==> src/rtl/la_capture_ctrl_if.sv <==
// rtl/la_capture_ctrl_if.sv - Host command, analyzer core, sample FIFO and dump TX signal bundle
interface la_capture_ctrl_if;
    logic       cmd_valid;
    logic [7:0] cmd_data;
    logic       cmd_ready;
    logic       la_config_valid;
    logic [7:0] la_config_in;
    logic       la_fifo_wen;
    logic       la_fifo_alfull;
    logic       fifo_rd_en;
    logic [7:0] fifo_rd_data;
    logic       fifo_empty;
    logic       tx_valid;
    logic [7:0] tx_data;
    logic       tx_ready;
    logic       busy;
    logic       done;
    logic       truncated;

    modport master (
        input  cmd_valid, cmd_data, la_fifo_wen, la_fifo_alfull, fifo_rd_data, fifo_empty, tx_ready,
        output cmd_ready, la_config_valid, la_config_in, fifo_rd_en, tx_valid, tx_data,
               busy, done, truncated
    );

    modport slave (
        output cmd_valid, cmd_data, la_fifo_wen, la_fifo_alfull, fifo_rd_data, fifo_empty, tx_ready,
        input  cmd_ready, la_config_valid, la_config_in, fifo_rd_en, tx_valid, tx_data,
               busy, done, truncated
    );
endinterface

==> src/rtl/la_capture_ctrl.sv <==
// rtl/la_capture_ctrl.sv - Logic-analyzer capture sequencer: command decode, capture count, framed FIFO dump
module la_capture_ctrl #(
    parameter int         CNT_W       = 16,
    parameter int         MAX_SAMPLES = 4096,
    parameter int         STOP_WAIT   = 4,
    parameter logic [7:0] HDR_BYTE    = 8'hA5
) (
    input  logic               clk,
    input  logic               rst,
    la_capture_ctrl_if.master  bus
);
    typedef enum logic [3:0] {
        S_IDLE, S_ARG, S_ARM, S_CAPTURE, S_STOP, S_HDR, S_DRAIN, S_FLUSH, S_FIN
    } state_t;

    localparam logic [CNT_W-1:0] MAX_C     = CNT_W'(MAX_SAMPLES);
    localparam logic [7:0]       WAIT_LAST = 8'(STOP_WAIT - 1);

    state_t           state_q, state_d;
    logic             arg_len_q, arg_len_d;
    logic             arg_idx_q, arg_idx_d;
    logic [7:0]       len_hi_q, len_hi_d;
    logic [7:0]       cfg_q, cfg_d;
    logic [CNT_W-1:0] len_q, len_d;
    logic [CNT_W-1:0] cap_cnt_q, cap_cnt_d;
    logic [CNT_W-1:0] sent_q, sent_d;
    logic [7:0]       wait_q, wait_d;
    logic [1:0]       hdr_idx_q, hdr_idx_d;
    logic             rd_pend_q, rd_pend_d;
    logic             tx_valid_q, tx_valid_d;
    logic [7:0]       tx_data_q, tx_data_d;
    logic             trunc_q, trunc_d;

    logic             cmd_ready, rd_en, tx_valid;
    logic [7:0]       tx_data;
    logic [15:0]      cap16;
    logic [CNT_W-1:0] cap_inc;
    logic             cmd_fire, tx_fire;

    // LEN of zero or beyond FIFO depth both mean "fill the FIFO"
    function automatic logic [CNT_W-1:0] clamp_len(input logic [15:0] v);
        if (v == 16'd0 || v > 16'(MAX_SAMPLES)) return MAX_C;
        return CNT_W'(v);
    endfunction

    assign cap16    = 16'(cap_cnt_q);
    assign cap_inc  = (cap_cnt_q == MAX_C) ? cap_cnt_q : cap_cnt_q + CNT_W'(1);
    assign cmd_fire = bus.cmd_valid && cmd_ready;
    assign tx_fire  = tx_valid && bus.tx_ready;

    always_ff @(posedge clk) begin
        if (rst) begin
            state_q    <= S_IDLE;
            arg_len_q  <= 1'b0;
            arg_idx_q  <= 1'b0;
            len_hi_q   <= 8'h00;
            cfg_q      <= 8'h00;
            len_q      <= MAX_C;
            cap_cnt_q  <= '0;
            sent_q     <= '0;
            wait_q     <= 8'h00;
            hdr_idx_q  <= 2'd0;
            rd_pend_q  <= 1'b0;
            tx_valid_q <= 1'b0;
            tx_data_q  <= 8'h00;
            trunc_q    <= 1'b0;
        end else begin
            state_q    <= state_d;
            arg_len_q  <= arg_len_d;
            arg_idx_q  <= arg_idx_d;
            len_hi_q   <= len_hi_d;
            cfg_q      <= cfg_d;
            len_q      <= len_d;
            cap_cnt_q  <= cap_cnt_d;
            sent_q     <= sent_d;
            wait_q     <= wait_d;
            hdr_idx_q  <= hdr_idx_d;
            rd_pend_q  <= rd_pend_d;
            tx_valid_q <= tx_valid_d;
            tx_data_q  <= tx_data_d;
            trunc_q    <= trunc_d;
        end
    end

    always_comb begin
        state_d    = state_q;
        arg_len_d  = arg_len_q;
        arg_idx_d  = arg_idx_q;
        len_hi_d   = len_hi_q;
        cfg_d      = cfg_q;
        len_d      = len_q;
        cap_cnt_d  = cap_cnt_q;
        sent_d     = sent_q;
        wait_d     = wait_q;
        hdr_idx_d  = hdr_idx_q;
        rd_pend_d  = rd_pend_q;
        tx_valid_d = tx_valid_q;
        tx_data_d  = tx_data_q;
        trunc_d    = trunc_q;
        case (state_q)
            S_IDLE: if (cmd_fire) begin
                case (bus.cmd_data)
                    8'h01: begin arg_len_d = 1'b0; arg_idx_d = 1'b0; state_d = S_ARG; end
                    8'h02: begin arg_len_d = 1'b1; arg_idx_d = 1'b0; state_d = S_ARG; end
                    8'h03: if (cfg_q != 8'h00) state_d = S_ARM;
                    default: ;
                endcase
            end
            S_ARG: if (cmd_fire) begin
                if (!arg_len_q) begin
                    cfg_d   = bus.cmd_data;
                    state_d = S_IDLE;
                end else if (!arg_idx_q) begin
                    len_hi_d  = bus.cmd_data;
                    arg_idx_d = 1'b1;
                end else begin
                    len_d   = clamp_len({len_hi_q, bus.cmd_data});
                    state_d = S_IDLE;
                end
            end
            S_ARM: begin
                cap_cnt_d  = '0;
                sent_d     = '0;
                wait_d     = 8'h00;
                hdr_idx_d  = 2'd0;
                rd_pend_d  = 1'b0;
                tx_valid_d = 1'b0;
                trunc_d    = 1'b0;
                state_d    = S_CAPTURE;
            end
            S_CAPTURE: begin
                if (bus.la_fifo_wen) begin
                    cap_cnt_d = cap_inc;
                    if (cap_inc >= len_q) state_d = S_STOP;
                end
                if (bus.la_fifo_alfull || (cmd_fire && bus.cmd_data == 8'h04)) begin
                    trunc_d = 1'b1;
                    state_d = S_STOP;
                end
            end
            S_STOP: begin
                wait_d = wait_q + 8'd1;
                if (wait_q == WAIT_LAST) state_d = S_HDR;
            end
            S_HDR: if (tx_fire) begin
                hdr_idx_d = hdr_idx_q + 2'd1;
                if (hdr_idx_q == 2'd2) state_d = (cap_cnt_q == '0) ? S_FLUSH : S_DRAIN;
            end
            S_DRAIN: begin
                rd_pend_d = rd_en;
                if (rd_pend_q) begin
                    tx_valid_d = 1'b1;
                    tx_data_d  = bus.fifo_rd_data;
                end
                if (tx_fire) begin
                    tx_valid_d = 1'b0;
                    sent_d     = sent_q + CNT_W'(1);
                    if (sent_q + CNT_W'(1) >= cap_cnt_q) state_d = S_FLUSH;
                end
            end
            S_FLUSH: begin
                rd_pend_d = rd_en;
                if (bus.fifo_empty && !rd_pend_q) state_d = S_FIN;
            end
            S_FIN:   state_d = S_IDLE;
            default: state_d = S_IDLE;
        endcase
    end

    always_comb begin
        cmd_ready           = 1'b0;
        bus.la_config_valid = 1'b0;
        bus.la_config_in    = 8'h00;
        rd_en               = 1'b0;
        tx_valid            = 1'b0;
        tx_data             = 8'h00;
        case (state_q)
            S_IDLE, S_ARG, S_CAPTURE: cmd_ready = !rst;
            S_ARM: begin
                bus.la_config_valid = 1'b1;
                bus.la_config_in    = cfg_q;
            end
            S_STOP: bus.la_config_valid = (wait_q == 8'h00);
            S_HDR: begin
                tx_valid = 1'b1;
                case (hdr_idx_q)
                    2'd0:    tx_data = HDR_BYTE;
                    2'd1:    tx_data = cap16[15:8];
                    default: tx_data = cap16[7:0];
                endcase
            end
            // One read in flight at a time, and only once the previous byte has left
            S_DRAIN: begin
                rd_en    = !tx_valid_q && !rd_pend_q && !bus.fifo_empty && (sent_q < cap_cnt_q);
                tx_valid = tx_valid_q;
                tx_data  = tx_data_q;
            end
            S_FLUSH: rd_en = !rd_pend_q && !bus.fifo_empty;
            default: ;
        endcase
    end

    assign bus.cmd_ready  = cmd_ready;
    assign bus.fifo_rd_en = rd_en;
    assign bus.tx_valid   = tx_valid;
    assign bus.tx_data    = tx_data;
    assign bus.busy       = (state_q != S_IDLE);
    assign bus.done       = (state_q == S_FIN);
    assign bus.truncated  = trunc_q;
endmodule
==> src/flat_wrapper.sv <==
// flat-port wrapper written by rule: the top's interface ports become plain ports
module la_capture_ctrl_flat 
#(
    parameter int         CNT_W       = 16,
    parameter int         MAX_SAMPLES = 4096,
    parameter int         STOP_WAIT   = 4,
    parameter logic [7:0] HDR_BYTE    = 8'hA5
)
  (clk, rst, bus_cmd_valid, bus_cmd_data, bus_la_fifo_wen, bus_la_fifo_alfull, bus_fifo_rd_data, bus_fifo_empty, bus_tx_ready, bus_cmd_ready, bus_la_config_valid, bus_la_config_in, bus_fifo_rd_en, bus_tx_valid, bus_tx_data, bus_busy, bus_done, bus_truncated);
  la_capture_ctrl_if bus_i ();
  input  logic clk;
  input  logic rst;
  input wire logic [$bits(bus_i.cmd_valid)-1:0] bus_cmd_valid;
  input wire logic [$bits(bus_i.cmd_data)-1:0] bus_cmd_data;
  input wire logic [$bits(bus_i.la_fifo_wen)-1:0] bus_la_fifo_wen;
  input wire logic [$bits(bus_i.la_fifo_alfull)-1:0] bus_la_fifo_alfull;
  input wire logic [$bits(bus_i.fifo_rd_data)-1:0] bus_fifo_rd_data;
  input wire logic [$bits(bus_i.fifo_empty)-1:0] bus_fifo_empty;
  input wire logic [$bits(bus_i.tx_ready)-1:0] bus_tx_ready;
  output wire logic [$bits(bus_i.cmd_ready)-1:0] bus_cmd_ready;
  output wire logic [$bits(bus_i.la_config_valid)-1:0] bus_la_config_valid;
  output wire logic [$bits(bus_i.la_config_in)-1:0] bus_la_config_in;
  output wire logic [$bits(bus_i.fifo_rd_en)-1:0] bus_fifo_rd_en;
  output wire logic [$bits(bus_i.tx_valid)-1:0] bus_tx_valid;
  output wire logic [$bits(bus_i.tx_data)-1:0] bus_tx_data;
  output wire logic [$bits(bus_i.busy)-1:0] bus_busy;
  output wire logic [$bits(bus_i.done)-1:0] bus_done;
  output wire logic [$bits(bus_i.truncated)-1:0] bus_truncated;
  assign bus_i.cmd_valid = bus_cmd_valid;
  assign bus_i.cmd_data = bus_cmd_data;
  assign bus_i.la_fifo_wen = bus_la_fifo_wen;
  assign bus_i.la_fifo_alfull = bus_la_fifo_alfull;
  assign bus_i.fifo_rd_data = bus_fifo_rd_data;
  assign bus_i.fifo_empty = bus_fifo_empty;
  assign bus_i.tx_ready = bus_tx_ready;
  assign bus_cmd_ready = bus_i.cmd_ready;
  assign bus_la_config_valid = bus_i.la_config_valid;
  assign bus_la_config_in = bus_i.la_config_in;
  assign bus_fifo_rd_en = bus_i.fifo_rd_en;
  assign bus_tx_valid = bus_i.tx_valid;
  assign bus_tx_data = bus_i.tx_data;
  assign bus_busy = bus_i.busy;
  assign bus_done = bus_i.done;
  assign bus_truncated = bus_i.truncated;
  la_capture_ctrl #(.CNT_W(CNT_W), .MAX_SAMPLES(MAX_SAMPLES), .STOP_WAIT(STOP_WAIT), .HDR_BYTE(HDR_BYTE)) u_core (.clk(clk), .rst(rst), .bus(bus_i));
endmodule
==> config.mk <==
export PLATFORM = sky130hd
export DESIGN_NAME = la_capture_ctrl_flat
export DESIGN_NICKNAME = d
export VERILOG_FILES = /design/src/rtl/la_capture_ctrl_if.sv /design/src/rtl/la_capture_ctrl.sv /design/src/flat_wrapper.sv
export SDC_FILE = /design/constraint.sdc
export NUM_CORES = 1
export LEC_CHECK = 0
export ABC_CLOCK_PERIOD_IN_PS = 3250
export CAP_MARGIN = 20
export CORE_UTILIZATION = 24
export CTS_CLUSTER_DIAMETER = 40
export CTS_CLUSTER_SIZE = 28
export DETAILED_ROUTE_END_ITERATION = 6
export HOLD_SLACK_MARGIN = 0.1
export PLACE_DENSITY = 0.38
export SYNTH_ARGS = -nofsm -noshare
export SYNTH_HDL_FRONTEND = slang
export SYNTH_SLANG_ARGS = --single-unit
==> constraint.sdc <==
create_clock -name clk -period 3.25 [get_ports clk]
set_clock_uncertainty 0.15 [all_clocks]
set_input_delay 0.65 -clock clk [delete_from_list [all_inputs] [get_ports clk]]
set_output_delay 0.65 -clock clk [all_outputs]
set_load 0.01 [all_outputs]
* Word level (Yosys, flattened, before mapping)
Index checks and enable logic that the tools add are counted.
Word-level totals: output and inout port bits 23, bits of input ports 23, register bits after elaboration 91, word-level logic and storage cells 152
Operators by class: equality and inequality tests 34, $lt $le $gt $ge 4, muxes and demuxes 51, $add $sub $neg 4, bitwise logic cells 2, reduce and logical (&&, ||, !) cells 43
Operator list (count):
- 16-bit two-way mux | 5
- 16-bit one-hot mux with 2 select lines | 2
- 4-bit two-way mux | 14
- 8-bit one-hot mux with 2 select lines | 3
- 16-bit by 1-bit adder with 16-bit output, second input constant | 2
- 16-bit >= comparator | 2
- 16-bit zero test | 2
- 4-bit one-hot mux with 8 select lines | 1
- 8-bit by 2-bit == test with 1-bit output, second input constant | 3
- 2-bit by 1-bit inequality test with 1-bit output, second input constant | 10
- 16-bit by 13-bit == test with 1-bit output, second input constant | 1
- 4-bit by 3-bit == test with 1-bit output, second input constant | 4
- 16-bit by 13-bit greater-than comparator with 1-bit output, second input constant | 1
- 16-bit less-than comparator | 1
- 1-bit one-hot mux with 2 select lines | 8
- 1-bit two-way mux | 14
- 2-bit nonzero test | 7
- 13-bit AND reduction | 1
- 2-bit AND reduction | 6
- 8-bit by 1-bit adder with 8-bit output, second input constant | 1
- 4-bit by 2-bit == test with 1-bit output, second input constant | 2
- 8-bit by 1-bit == test with 1-bit output, second input constant | 1
- 8-bit by 3-bit == test with 1-bit output, second input constant | 1
- 1-bit logical AND | 8
- other kinds (26) | 38

* Logic depth before layout (Yosys ltp)
Gate-level depths: netlist of run 1.
depth in word-level cells 8, gate-level depth with buffers 15

* Worst setup path before layout of run 1
OpenSTA, ideal clock, no wires.
kind register to register, from register u_core.cap_cnt_q[0], in the netlist u_core.cap16[0], to register u_core.state_q[2], required time 2983 ps, setup slack -130 ps, library setup time 117 ps, data arrival time 3113 ps, period minus slack after synthesis 3380 ps, stages on the path, launching flop included 16, path through dfxtp_1 > inv_1 > ha_1 > nor4b_1 > nand4_1 > or2_2 > clkbuf_1 > nand2_1 > mux2i_1 > ha_1 > a211oi_1 > o21ai_0 > a21oi_1 > nor4_1 > or4b_2 > a32o_1
Between the ends: longest elaborated chain between the ends 5
Ends and longest elaborated chain:
- start, declared | RTL line la_capture_ctrl.sv:25 | logic [CNT_W-1:0] cap_cnt_q, cap_cnt_d;
- start signal, assigned | RTL line la_capture_ctrl.sv:74 | cap_cnt_q <= cap_cnt_d;
- 16-bit by 1-bit adder with 16-bit output / 16-bit by 13-bit == test with 1-bit output (equally long branches) | RTL line la_capture_ctrl.sv:47 | assign cap_inc = (cap_cnt_q == MAX_C) ? cap_cnt_q : cap_cnt_q + CNT_W'(1);
- 16-bit two-way mux | RTL line la_capture_ctrl.sv:47
- 16-bit >= comparator | RTL line la_capture_ctrl.sv:134 | if (cap_inc >= len_q) state_d = S_STOP;
- 3-bit by 1-bit inequality test with 1-bit output (no source line)
- 13-bit AND reduction (no source line) (*)
- end signal, assigned | RTL line la_capture_ctrl.sv:68 | state_q <= state_d;
- end, declared | RTL line la_capture_ctrl.sv:19 | state_t state_q, state_d;
Mark *: on every way between the ends. The rest lies on a longest branch, timed or not. A chain may end at the register's enable or synchronous reset.

* Worst setup path after layout of run 1
from register u_core.sent_q[8], to register u_core.state_q[0]
Between the ends: longest elaborated chain between the ends 4
Ends and longest elaborated chain:
- start, declared | RTL line la_capture_ctrl.sv:26 | logic [CNT_W-1:0] sent_q, sent_d;
- start signal, assigned | RTL line la_capture_ctrl.sv:75 | sent_q <= sent_d;
- 16-bit by 1-bit adder with 16-bit output | RTL line la_capture_ctrl.sv:158 | if (sent_q + CNT_W'(1) >= cap_cnt_q) state_d = S_FLUSH;
- 16-bit >= comparator | RTL line la_capture_ctrl.sv:158
- 2-bit by 1-bit inequality test with 1-bit output (no source line)
- 13-bit AND reduction (no source line)
No other way between the ends.

==> results of run 1 <==
[state kept, by name, summed over array words and instances (netlist names)]
register / count
u_core.state_q: 4
u_core.tx_valid_q: 1
u_core.bus.truncated: 1
u_core.arg_len_q: 1
u_core.wait_q: 8
u_core.sent_q: 16
u_core.len_hi_q: 8
u_core.len_q: 16
u_core.cap16: 16
u_core.tx_data_q: 8
u_core.rd_pend_q: 1
u_core.arg_idx_q: 1
u_core.hdr_idx_q: 2
u_core.cfg_q: 8
[cells by family (layout without fill, tap and decap cells)]
family / after synthesis / after routing / synth area share (%)
buf+inv: 78 / 218 / 5.28
xor+xnor: 30 / 30 / 4.49
flops: 91 / 91 / 31.1
fa+ha+maj: 56 / 56 / 12.0
mux: 19 / 19 / 3.25
simple gates: 296 / 296 / 25.4
compound gates: 168 / 168 / 18.5
[worst min-delay path: cells and delay by family (launching register included)]
kind	cells	cell delay (ns)
flops	1	0.32
compound gates	1	0.05
simple gates	1	0.05
[cell type report]
type	instances	area, sq um
Clock buffer	9	225
Clock inverter	7	76.3
Fill cell	2532	15600
Inverter	45	173
Multi-Input combinational cell	569	4050
Sequential cell	91	1850
Tap cell	319	399
Timing Repair Buffer	157	1280
[Yosys cell counts, drive strengths merged (19+ instances only)]
cell    number  area [sq um]
a21oi       48           240
a22oi       21           158
and3        19           119
clkbuf      25          95.1
dfxtp       91          1820
ha          56           701
inv         45           169
mux2i       19           190
nand2       61           229
nand3       37           185
nor2        84           315
nor3        25           125
o21ai       41           205
xnor2       23           201
[through the flow]
| stage | cells | worst slack (ns) |
|---|---|---|
| 2_1_floorplan | 738 | 0.101 |
| 3_3_place_gp | 1164 | -0.416 |
| 3_5_place_dp | 1164 | -0.445 |
| 4_1_cts | 1190 | 0.00356 |
| 5_1_grt | 1197 | -0.122 |
| 6_report | 1197 | -0.00258 |
[worst max-delay path by stage]
stage                           startpoint                 to  slack, ns  cells after the start
after CTS                 u_core.cap16[15]     bus_fifo_rd_en      0.004                      9
after global placement      bus_fifo_empty     bus_fifo_rd_en      -0.42                      7
final                     u_core.sent_q[8]  u_core.state_q[0]     -0.003                     15
after detailed placement    bus_fifo_empty     bus_fifo_rd_en      -0.44                      7
after floorplan           u_core.sent_q[6]  u_core.state_q[2]       0.10                     11
after global routing      u_core.sent_q[8]  u_core.state_q[2]      -0.12                     13
[power groups by stage]
stage | sequential (W) | clock, W | combinational (W)
floorplan | 0.00114 | 0 | 0.0000348
global placement | 0.00114 | 0 | 0.0000946
detailed placement | 0.00114 | 0 | 0.0000948
CTS | 0.00111 | 0.00114 | 0.0000952
global route | 0.00111 | 0.00119 | 0.000101
finish | 0.00111 | 0.00110 | 0.0000939
[repair_timing]
item | in CTS | in global routing
buffers inserted | 10 | 9
setup endpoints to repair | 6 | 10
pin swaps | 9 | 29
gates resized for setup | 33 | 53
[layer usage]
metal	global-route usage, %	wire length [microns]	part of all wire [%]	up-vias
met5	0	0	0	-
met4	5.82	378	1.9	0
met3	2.05	521	2.6	22
met2	27.2	9280	47	94
met1	21.6	9560	48	2715
li1	-	-	-	2926
==> impl_metrics.tcl, run 1 <==
set metrics [dict create \
    outcome "finished, violations left" \
    violations "negative setup slack" \
    grt.total_usage_pct 16.4 \
    max_clock_freq_mhz 307 \
    p_sw_share_pct 26.2 \
    drv_slew 0 \
    utilization_pct 34.0 \
    async_flop_share_pct 0 \
    hold_buffers 0 \
    cts_root_buffer "clkbuf_16" \
    hold_start "u_core.tx_data_q[4]" \
    path_delay_family "compound AO/OA/AOI/OAI gates" \
    place_area_sq_um 7280 \
    ant_nets 0 \
    finalCritPeriodShare_pct 100 \
    gp_congestion 0.818 \
    mostFrequentLayoutCells "buf_4, nor2_1, dfxtp_1" \
    numCtsBuffers 9 \
    clk_latency_ns 0.36 \
    start_util_pct 24.7 \
    rows 56 \
    cp_num_buf_inv 4 \
    grt_pass1_wl_microns 31200 \
    crit_required_ns 3.34 \
    share_comb_of_total_power_pct 4.1 \
    fin_tns_setup_ns -0.00258 \
    crit_type "reg2reg" \
    synth_cell_types 60 \
    yosys_warnings 0 \
    dr.first_iter.drc_count 310 \
    layout_commonest_cell "buf_4" \
    internal_power_w 0.00170 \
    rrSetupSlack_ns -0.003 \
    drc 0 \
    syn_to_final_growth_pct 37.8 \
    syn_nets 817 \
    finalHoldWorstSlack_ns 0.312 \
    tightest_slew_ns 0.853 \
    ff2ff_path_depth 15 \
    p_leak_nw 3.26 \
    r2r-start "u_core.sent_q[8]" \
    cellPowerDensity_nw_per_um2 287 \
    wl_per_cell_microns 16.5 \
    ios 46 \
    die_x_microns 158 \
    dp_hpwl_microns 14700 \
    cts.sinks 91 \
    dr.pass1.iters 4 \
    clkPwrFrac_pct 47.8 \
    clk_path_buf_depth 2 \
    p_total_w 0.00231 \
    avgSynthCellArea_sq_um 7.93 \
    layout.nets 952 \
    crit_path_cell_trace "and3_4 > nor4b_4 > buf_4 > buf_4 > and3_4 > xor2_2 > ha_1 > buf_4 > a21o_1 > a21o_1 > a211oi_2 > a211oi_4 > buf_6 > o21ai_0 > a31oi_1" \
    hold_viol 0 \
    io_buffer_count 45 \
    critPathMaxFanout 5 \
    h-tree-depth 3 \
    synth_edf_count 0 \
    synth-seq-cells 91 \
    critPathLaunchType "flop" \
    synth-seq-area-share_pct 31.1 \
    synth_ff_type "dfxtp_1" \
    dieHeight_microns 158 \
    synth_area_sq_um 5850 \
    grt_max_degree 73 \
    setup_ws_ns -0.00258 \
    hp-class "reg2reg" \
    min_delay_path_depth 2 \
    cts_tree "yes" \
    path_common_cell "buf_4" \
    rsz0062_at_grt "true" \
    overflow 0 \
    endpoint_kind "flop" \
    period_minus_slack_ns 3.25 \
    slew_headroom_pct 42.3 \
    switching_power_w 0.000605 \
    slowest_delay_ns 0.36 \
    final_area_sq_um 8060 \
    antenna_found_initial 0 \
    netlist_instances 738 \
    seqPwrFrac_pct 48.2 \
    n_antenna_cell 0 \
    core_area_sq_um 23700 \
    vdd_drop_max_mv 0.223 \
    die_area_sq_um 25000 \
    vias_per_cell 4.81 \
    worstHoldEndpoint "u_core.tx_data_q[4]" \
    path_clk_slew_ns 0.08 \
    setup_viol 1 \
    maxCapViolations 0 \
    cp.arrival_ns 3.34 \
    r2r-end "u_core.state_q[0]" \
    critPathSlowestCell "a211oi_2" \
    drt-total-wl_microns 19700 \
    grt_pass1_vias 5752 \
    vias 5757 \
    layout-drive-gt1-share_pct 24.0 \
]
Note: power is estimated with default switching activity, not from simulation.
==> run 2, diff against run 1 <==
ABC_CLOCK_PERIOD_IN_PS = 3800   (was 3250)
CELL_PAD_IN_SITES_DETAIL_PLACEMENT = 1   (was default)
CELL_PAD_IN_SITES_GLOBAL_PLACEMENT = 1   (was default)
PLACE_DENSITY = 0.46   (was 0.38)
clock period = 3.8 ns   (was 3.25 ns; I/O delays follow)
==> run 2 against run 1 <==
- clock-buffer cell count is the same
- the flow now finishes without violations
- final cell count shrank 5.6%
- combinational power shrank 19%
- worst setup slack improved by 0.20 ns
- total power shrank 14%
- clock power shrank 13%
- final area decreased by 10%
- register-to-register slack improved by 0.22 ns
- first-iteration DRC count is 25% lower
==> impl_metrics.tcl, run 2 (synthesis results as in run 1) <==
set metrics [dict create \
    mostFrequentLayoutCells "dfxtp_1, nor2_1, nand2_1" \
    outcome "completed" \
    antenna_found_initial 0 \
    ios 46 \
    clkPwrFrac_pct 48.1 \
    vias 5631 \
    finalHoldWorstSlack_ns 0.312 \
    grt_pass1_vias 5803 \
    drt-total-wl_microns 20600 \
    ant_nets 0 \
    vias_per_cell 4.98 \
    drv_slew 0 \
    p_sw_share_pct 26.5 \
    cellPowerDensity_nw_per_um2 275 \
    grt.total_usage_pct 17.1 \
    clk_latency_ns 0.36 \
    die_area_sq_um 25000 \
    die_x_microns 158 \
    gp_congestion 0.812 \
    syn_to_final_growth_pct 23.5 \
    dr.first_iter.drc_count 232 \
    rsz0062_at_grt "false" \
    rows 56 \
    critPathMaxFanout 2 \
    clk_path_buf_depth 2 \
    setup_ws_ns 0.201 \
    pre_cts_ws_ns -0.109 \
    multi_input_area_sq_um 3740 \
    hp-class "reg2reg" \
    critPathLaunchType "input port" \
    p_leak_nw 2.81 \
    core_area_sq_um 23700 \
    n_antenna_cell 0 \
    overflow 0 \
    period_minus_slack_ns 3.60 \
    dp_hpwl_microns 16100 \
    hold_viol 0 \
    slew_headroom_pct 48.0 \
    setup_viol 0 \
    r2r-start "u_core.cap16[2]" \
    drc 0 \
    cts_root_buffer "clkbuf_16" \
    utilization_pct 30.5 \
    cp.arrival_ns 2.69 \
    ff2ff_path_depth 12 \
    numCtsBuffers 9 \
    min_delay_path_depth 2 \
    layout.nets 885 \
    finalCritPeriodShare_pct 94.7 \
    hold_start "u_core.tx_data_q[5]" \
    cts.sinks 91 \
    crit_type "in2out" \
    cts_tree "yes" \
    switching_power_w 0.000526 \
    layout-drive-gt1-share_pct 9.62 \
    seqPwrFrac_pct 48.1 \
    place_area_sq_um 6890 \
    regArea_sq_um 1820 \
    path_clk_slew_ns 0.08 \
    nFillCells 2856 \
    dieHeight_microns 158 \
    worstHoldEndpoint "u_core.tx_data_q[5]" \
    h-tree-depth 3 \
    layout_commonest_cell "dfxtp_1" \
    maxCapViolations 0 \
    share_comb_of_total_power_pct 3.8 \
    rrSetupSlack_ns 0.22 \
    tightest_slew_ns 0.780 \
    r2r-end "u_core.state_q[2]" \
    vdd_drop_max_mv 0.212 \
    postCtsSetupBuffers 0 \
    io_buffer_count 45 \
    crit_required_ns 2.89 \
    final_area_sq_um 7220 \
    endpoint_kind "primary output" \
    start_util_pct 24.7 \
    wl_per_cell_microns 18.3 \
    fin_cells 1130 \
    max_clock_freq_mhz 278 \
    internal_power_w 0.00146 \
    grt_pass1_wl_microns 32500 \
    grt_max_degree 67 \
    dr.pass1.iters 4 \
    dp.cells 1114 \
]
-- run 2: cell count changes in the layout (fill, tap and decap cells not counted), sizes merged --
cell	before	now
buf	114	46
clkinv	2	3
clkinvlp	1	0
dlygate4sd2	0	1
-- run 2: worst max-delay path, stage by stage --
cell and delay (ns):
clkdlybuf4s50_1 0.45, nor4_2 0.23, o2111ai_1 0.18, or4_1 0.52, a21oi_2 0.15, a21o_1 0.13
dlygate4sd2_1 0.27
-- run 2: worst max path at each step --
stage | start | endpoint | slack [ns]
3_5_place_dp | bus_fifo_empty | bus_fifo_rd_en | -0.11
6_report | bus_fifo_empty | bus_fifo_rd_en | 0.20
4_1_cts | u_core.cap16[1] | u_core.state_q[2] | 0.07
5_1_grt | u_core.cap16[0] | u_core.state_q[2] | 0.03
2_1_floorplan | u_core.cap16[0] | u_core.state_q[2] | 0.42
3_3_place_gp | bus_fifo_empty | bus_fifo_rd_en | -0.06
-- run 2: metal layers --
metal / global-route usage, % / routed length, microns / vias to the layer above / share of wire (%)
met3: 2.74 / 411 / 11 / 2.0
li1: - / - / 2779 / -
met1: 23.6 / 10400 / 2793 / 51
met2: 28.0 / 9620 / 48 / 47
met4: 3.57 / 170 / 0 / 0.82
met5: 0 / 0 / - / 0
-- run 2: timing repair --
action | 4_1_cts | 5_1_grt
setup endpoints to repair | 1 | 3
gates cloned | 0 | 0
gates resized for setup | 3 | 3
hold endpoints to repair | 0 | 0
hold buffers | 0 | 0
pin swaps | 1 | 1
-- run 2: power by group through the flow --
| stage | logic, W | registers [W] | clock network (W) |
|---|---|---|---|
| 2_1_floorplan | 0.0000297 | 0.000976 | 0 |
| 3_3_place_gp | 0.0000771 | 0.000976 | 0 |
| 3_5_place_dp | 0.0000780 | 0.000976 | 0 |
| 4_1_cts | 0.0000784 | 0.000953 | 0.000990 |
| 5_1_grt | 0.0000833 | 0.000953 | 0.00103 |
| 6_report | 0.0000763 | 0.000953 | 0.000954 |
-- run 2: cell type report --
type | instances | area share, %
Clock buffer | 9 | 3.12
Tap cell | 319 | 5.53
Inverter | 45 | 2.34
Clock inverter | 7 | 1.13
Timing Repair Buffer | 90 | 10.8
Multi-Input combinational cell | 569 | 51.8
Sequential cell | 91 | 25.2
-- run 2: metrics by stage --
step / power [W] / setup TNS [ns]
floorplan: 0.00101 / 0
global placement: 0.00105 / -0.0647
detailed placement: 0.00105 / -0.109
CTS: 0.00202 / 0
global route: 0.00206 / 0
finish: 0.00198 / 0
